===== src/rtl/pipeline_ctrl.sv =====
// pipeline_ctrl: hazard, forwarding, data-memory handshake and halt-drain controller for a 5-stage MIPS pipeline
module pipeline_ctrl #(
  parameter int MEM_TIMEOUT = 15,
  parameter int DRAIN_CYCLES = 2
) (
  input  logic        clk,
  input  logic        rst,
  input  logic [4:0]  rs_if_id,
  input  logic [4:0]  rt_if_id,
  input  logic [4:0]  rs_id_ex,
  input  logic [4:0]  rt_id_ex,
  input  logic        MemRead_id_ex,
  input  logic [4:0]  dest_id_ex,
  input  logic [1:0]  Jump_id_ex,
  input  logic        branch_taken_ex,
  input  logic        RegWrite_ex_mem,
  input  logic        MemRead_ex_mem,
  input  logic        MemWrite_ex_mem,
  input  logic        halt_ex_mem,
  input  logic [4:0]  dest_ex_mem,
  input  logic        RegWrite_mem_wb,
  input  logic [4:0]  dest_mem_wb,
  input  logic        mem_ack,
  output logic        stall_pc,
  output logic        stall_if_id,
  output logic        stall_id_ex,
  output logic        stall_ex_mem,
  output logic        flush_if_id,
  output logic        flush_id_ex,
  output logic        bubble_mem_wb,
  output logic        mem_req,
  output logic [1:0]  forward_a,
  output logic [1:0]  forward_b,
  output logic        halted,
  output logic        mem_err,
  output logic [31:0] stall_count
);
  typedef enum logic [1:0] {RUN, MEM_WAIT, DRAIN, HALTED} state_t;
  state_t state, state_n;
  logic [3:0] wait_cnt;
  logic [7:0] drain_cnt;
  logic run, wait_mem, ctl_haz, lu_haz;
  assign forward_a = (RegWrite_ex_mem && dest_ex_mem != 5'd0 && dest_ex_mem == rs_id_ex) ? 2'b10 :
                     (RegWrite_mem_wb && dest_mem_wb != 5'd0 && dest_mem_wb == rs_id_ex) ? 2'b01 : 2'b00;
  assign forward_b = (RegWrite_ex_mem && dest_ex_mem != 5'd0 && dest_ex_mem == rt_id_ex) ? 2'b10 :
                     (RegWrite_mem_wb && dest_mem_wb != 5'd0 && dest_mem_wb == rt_id_ex) ? 2'b01 : 2'b00;
  always_comb begin
    run = state == RUN || state == MEM_WAIT;
    mem_req = run && (MemRead_ex_mem || MemWrite_ex_mem);
    wait_mem = mem_req && !mem_ack;
    ctl_haz = Jump_id_ex != 2'b00 || branch_taken_ex;
    lu_haz = MemRead_id_ex && dest_id_ex != 5'd0 && (dest_id_ex == rs_if_id || dest_id_ex == rt_if_id);
    // wait_mem implies run, so the run-qualified terms only see a non-waiting RUN cycle
    stall_pc = wait_mem || !run || (!ctl_haz && lu_haz);
    stall_if_id = wait_mem || state == HALTED || (run && !ctl_haz && lu_haz);
    stall_id_ex = wait_mem || state == HALTED;
    stall_ex_mem = wait_mem;
    flush_if_id = !wait_mem && (state == DRAIN || (run && ctl_haz));
    flush_id_ex = !wait_mem && (state == DRAIN || (run && (ctl_haz || lu_haz)));
    bubble_mem_wb = wait_mem || state == HALTED;
    state_n = wait_mem ? MEM_WAIT :
              run ? (halt_ex_mem ? DRAIN : RUN) :
              (state == DRAIN && drain_cnt == 8'(DRAIN_CYCLES)) ? HALTED : state;
  end
  always_ff @(posedge clk) begin
    if (rst) begin
      state <= RUN;
      wait_cnt <= '0;
      drain_cnt <= '0;
      mem_err <= 1'b0;
      halted <= 1'b0;
      stall_count <= '0;
    end else begin
      state <= state_n;
      wait_cnt <= wait_mem ? wait_cnt + 4'(wait_cnt != 4'hf) : 4'd0;
      mem_err <= mem_err | (wait_mem && wait_cnt == 4'(MEM_TIMEOUT - 1));
      drain_cnt <= state == DRAIN ? drain_cnt + 8'd1 : 8'd0;
      halted <= state_n == HALTED;
      stall_count <= stall_count + 32'(stall_pc);
    end
  end
endmodule


===== config.mk =====
export PLATFORM = sky130hd
export DESIGN_NAME = pipeline_ctrl
export DESIGN_NICKNAME = d
export VERILOG_FILES = /design/src/rtl/pipeline_ctrl.sv
export SDC_FILE = /design/constraint.sdc
export NUM_CORES = 1
export LEC_CHECK = 0
export BUFFER_PORTS_ARGS = -buffer_cell sky130_fd_sc_hd__buf_2
export CORE_UTILIZATION = 40
export DETAILED_ROUTE_END_ITERATION = 12
export GPL_TIMING_DRIVEN = 0
export HOLD_SLACK_MARGIN = 0.12
export PLACE_DENSITY = 0.72
export SLEW_MARGIN = 25
export SYNTH_ARGS = -nofsm -noshare
export SYNTH_HDL_FRONTEND = slang
export SYNTH_SLANG_ARGS = --single-unit

===== constraint.sdc =====
create_clock -name clk -period 3.1 [get_ports clk]
set_input_delay 0.62 -clock clk [delete_from_list [all_inputs] [get_ports clk]]
set_output_delay 0.62 -clock clk [all_outputs]
set_load 0.01 [all_outputs]

==> results.md <==
- Run status: complete, no violations
- Final core utilization: 54.15%
- Average routed wire per standard cell: between 10 and 15 um
- Std cell rows: 28
- Worst hold start: mem_err$_SDFF_PP0_
- Height of the die: around 80 um
- Met2 track demand over resource in global routing: 35.92%
- Number of iterations in the first detailed-routing pass: 4
- Critical setup path kind: in -> reg
- Number of distinct standard cells referenced by the synthesized netlist: 30
- Via count of the first global-routing pass: approximately 2300
- Maximum number of pins on one net before global-route repair: 14
- Count of non-filler cells in the finished layout: around 480
- Global-route layer with the greatest usage: met2
- Post-synth EDFFs: 0
- Tightest Pin Transition: around 470 ps
- Flops & latches, synth: 48
- Effective utilization at floorplan: between 40 and 50%
- Post-DRT Antenna Nets: 0
- Buf+Inv Stages, Crit Path: 3
- Class of the worst hold path: reg -> reg
- Critical path endpoint category: flop
- Sequential-to-total area share from yosys stat: 37.81%
- GRT overflow: 0
- Overall track demand over capacity in global routing: about a fifth
- Count of final hold-check violations: 0
- Average vias per placed instance: around 5.4
- Headroom to the max-slew limit: between 60 and 70%
- Total DRC errors in the routed layout: 0
- Dpl cells: 471
- Number of pins with negative max-slew slack in the final report: 0
- Highest attainable clock frequency: 331.4 MHz
- Post-layout min period: approximately 3000 ps
- Warnings from Yosys: 0
- Maximum VDD drop: 0.2242 mV
- Fraction of layout cells with a size suffix above 1: 28.47%
- Critical path's most frequent cell: sky130_fd_sc_hd__or4_4
- Total clock buffers created by CTS: 5
- Worst R2R Setup Slack: ~160 ps
- Area enclosed by the die boundary: around 6700 sq um
- Period utilisation layout: a little over nine tenths
- CTS tree: done
- Series of cell instances along the critical path: buf_2, or4_4, o21ai_2, or4_4, o21ai_4, ha_4, nand3_1, or4_4, clkbuf_4, buf_2, o31ai_1, a21oi_1
- Number of sinks handled by clock tree synthesis: 48
- Number of antenna violations at the first check in global routing: 0
- Async set-reset flop share out of synthesis: 0%
- Critical path fanouts, max: 10
- Clock Skew: 3.328 ps
- Area growth from synthesis to layout: 28.41%
- Power per unit of standard cell area: around 360 nW/um^2
- Setup slack of the critical path after layout: roughly 82 ps
- Primary FF master, synth: sky130_fd_sc_hd__dfxtp_1
- Global routing met1 resource utilization: 21.10%
- Number of buffers inserted by hold repair at cts: 0
- Number of buffer cells added on primary ports: around 90
- DRC marker count from the first detailed-route iteration: 86
- Root buffer cell: sky130_fd_sc_hd__clkbuf_8
- Total detailed-routing wirelength: approximately 6.1 mm
- Final #Nets: 456
- I/O pin cnt: 93
- Synthesized netlist net count: 357
- CP Data Arrival Time: around 3200 ps
- Met3 track demand over resource: 5.000%
- Peak per-stage delay on the critical path: 490 ps
- Maximum number of buffers from clock root to sink: 2
- Most frequent standard cell in the layout excluding fill and tap cells: sky130_fd_sc_hd__buf_2
- Mapped Cells: a little over 300
- Global placer's final weighted congestion: roughly 0.91
- Total number of vias: 2587
- Leakage power: about 1.3 nW
- Most used cells in the layout excluding fill and tap cells: 94 x sky130_fd_sc_hd__buf_2, 48 x sky130_fd_sc_hd__dfxtp_1, 29 x sky130_fd_sc_hd__nor2_1
- Area of the core region: between 6000 and 7000 sq um
- Setup-violating endpoint count in the final report: 0
- Wire length of the first global-routing pass: around 10 mm
- Insertion delay of the later-clocked pin in the worst-skew pair: 300 ps
- Worst setup timing slack at the placement stage: -437.7 ps
- Cell type group with the largest total delay on the critical path: simple AND/OR/NAND/NOR gates
- Die width: ~80 um
- Startpoint class of the critical path: primary input
- Worst path slowest cell: sky130_fd_sc_hd__or4_4
- Count of inserted antenna diode cells: 0
- H-tree depth: 2
- Max-capacitance violation count: 0
- Synth Cell Area: about 2500 sq um
- Detailed placement HPWL: around 4.7 mm
- Mean cell area of the mapped netlist: about 8.4 sq um
- Reg-to-reg critical path startpoint: state[1]$_SDFF_PP0_
- Clk slew on worst S/H paths: 80 ps
- Worst setup path start: dest_id_ex[2]
- Worst Path Required: between 3000 and 4000 ps
==> through the flow <==
step	setup TNS, ps	instance area (sq um)	power (mW)	hold slack (ps)
detailed placement	-6440	3103	0.7952	462.4
finish	0	3263	1.170	474.4
global placement	-6354	3103	0.7916	448.9
floorplan	0	2549	0.7228	441.1
CTS	0	3201	1.169	481.5
global route	-16.46	3263	1.224	519.2
==> synth_stat cells, drive strengths merged, types with 4 or more instances <==
library cell	count	area (sq um)
or4	19	142.6
clkbuf	8	30.03
xnor2	20	175.2
nand3	19	100.1
buf	4	21.27
xor2	27	236.5
nand4	8	50.05
nor2	29	108.9
or3	11	68.82
nor3	12	60.06
nand2	16	60.06
o31ai	13	97.59
o21ai	13	65.06
inv	7	26.28
nor4	7	43.79
ha	6	75.07
dfxtp	48	960.9
a21oi	23	115.1
==> per-layer routing <==
| metal | vias up | share of wire [%] | wire [um] |
|---|---|---|---|
| met5 | - | 0 | 0 |
| met4 | 0 | 0.65 | 40 |
| met3 | 5 | 6.5 | 402 |
| met2 | 90 | 50 | 3090 |
| met1 | 1195 | 42 | 2611 |
| li1 | 1297 | - | - |
==> final timing paths <==
kind / cells after the start / end
worst max-delay path: 12 / stall_count[25]$_SDFF_PP0_
worst min-delay path: 2 / mem_err$_SDFF_PP0_
worst max register to register: 12 / stall_count[25]$_SDFF_PP0_
worst min register to register: 2 / mem_err$_SDFF_PP0_
==> flip-flops by register name, indices dropped and copies added (netlist names) <==
name         cells
stall_count     32
halted           1
state            2
drain_cnt        8
wait_cnt         4
mem_err          1
==> area by class of cell <==
class                   instances  area (sq um)
inverters                       7         26.28
fillers                       570          2763
well taps                      75         93.84
clock buffers                   8         90.09
plain buffers                  11         55.05
flip-flops and latches         48         960.9
multi-input cells             237          1569
repair buffers                 93         467.9
==> where the power goes <==
part           leakage [nW]  switching [mW]  internal [mW]
Combinational         0.839          0.0847         0.0761
Clock                0.0455           0.196          0.182
Sequential            0.388         0.00716          0.624
==> cells by family after synthesis <==
family | share of synthesized area, %
AO/OA/AOI/OAI | 11.87
XOR/XNOR | 16.20
adder cells (fa/ha/maj) | 2.954
buffers and inverters | 3.053
flip-flops | 37.81
AND/OR/NAND/NOR | 28.12
==> worst register-to-register path: stages, from the launching register on <==
cell	delay, ps
sky130_fd_sc_hd__dfxtp_1	300
sky130_fd_sc_hd__clkbuf_1	190
sky130_fd_sc_hd__or3_4	450
sky130_fd_sc_hd__inv_1	120
sky130_fd_sc_hd__nor2_1	80
sky130_fd_sc_hd__o21ai_4	110
sky130_fd_sc_hd__ha_4	190
sky130_fd_sc_hd__nand3_1	150
sky130_fd_sc_hd__or4_4	460
sky130_fd_sc_hd__clkbuf_4	200
sky130_fd_sc_hd__buf_2	200
sky130_fd_sc_hd__o31ai_1	270
sky130_fd_sc_hd__a21oi_1	90
==> repair_timing <==
| action | 4_1_cts | 5_1_grt |
|---|---|---|
| pin swaps | 0 | 5 |
| setup buffers | 0 | 1 |
| endpoints found under the setup margin | 13 | 17 |
| gates resized for setup | 4 | 13 |
No activity file was read; power rests on OpenSTA's default activity.
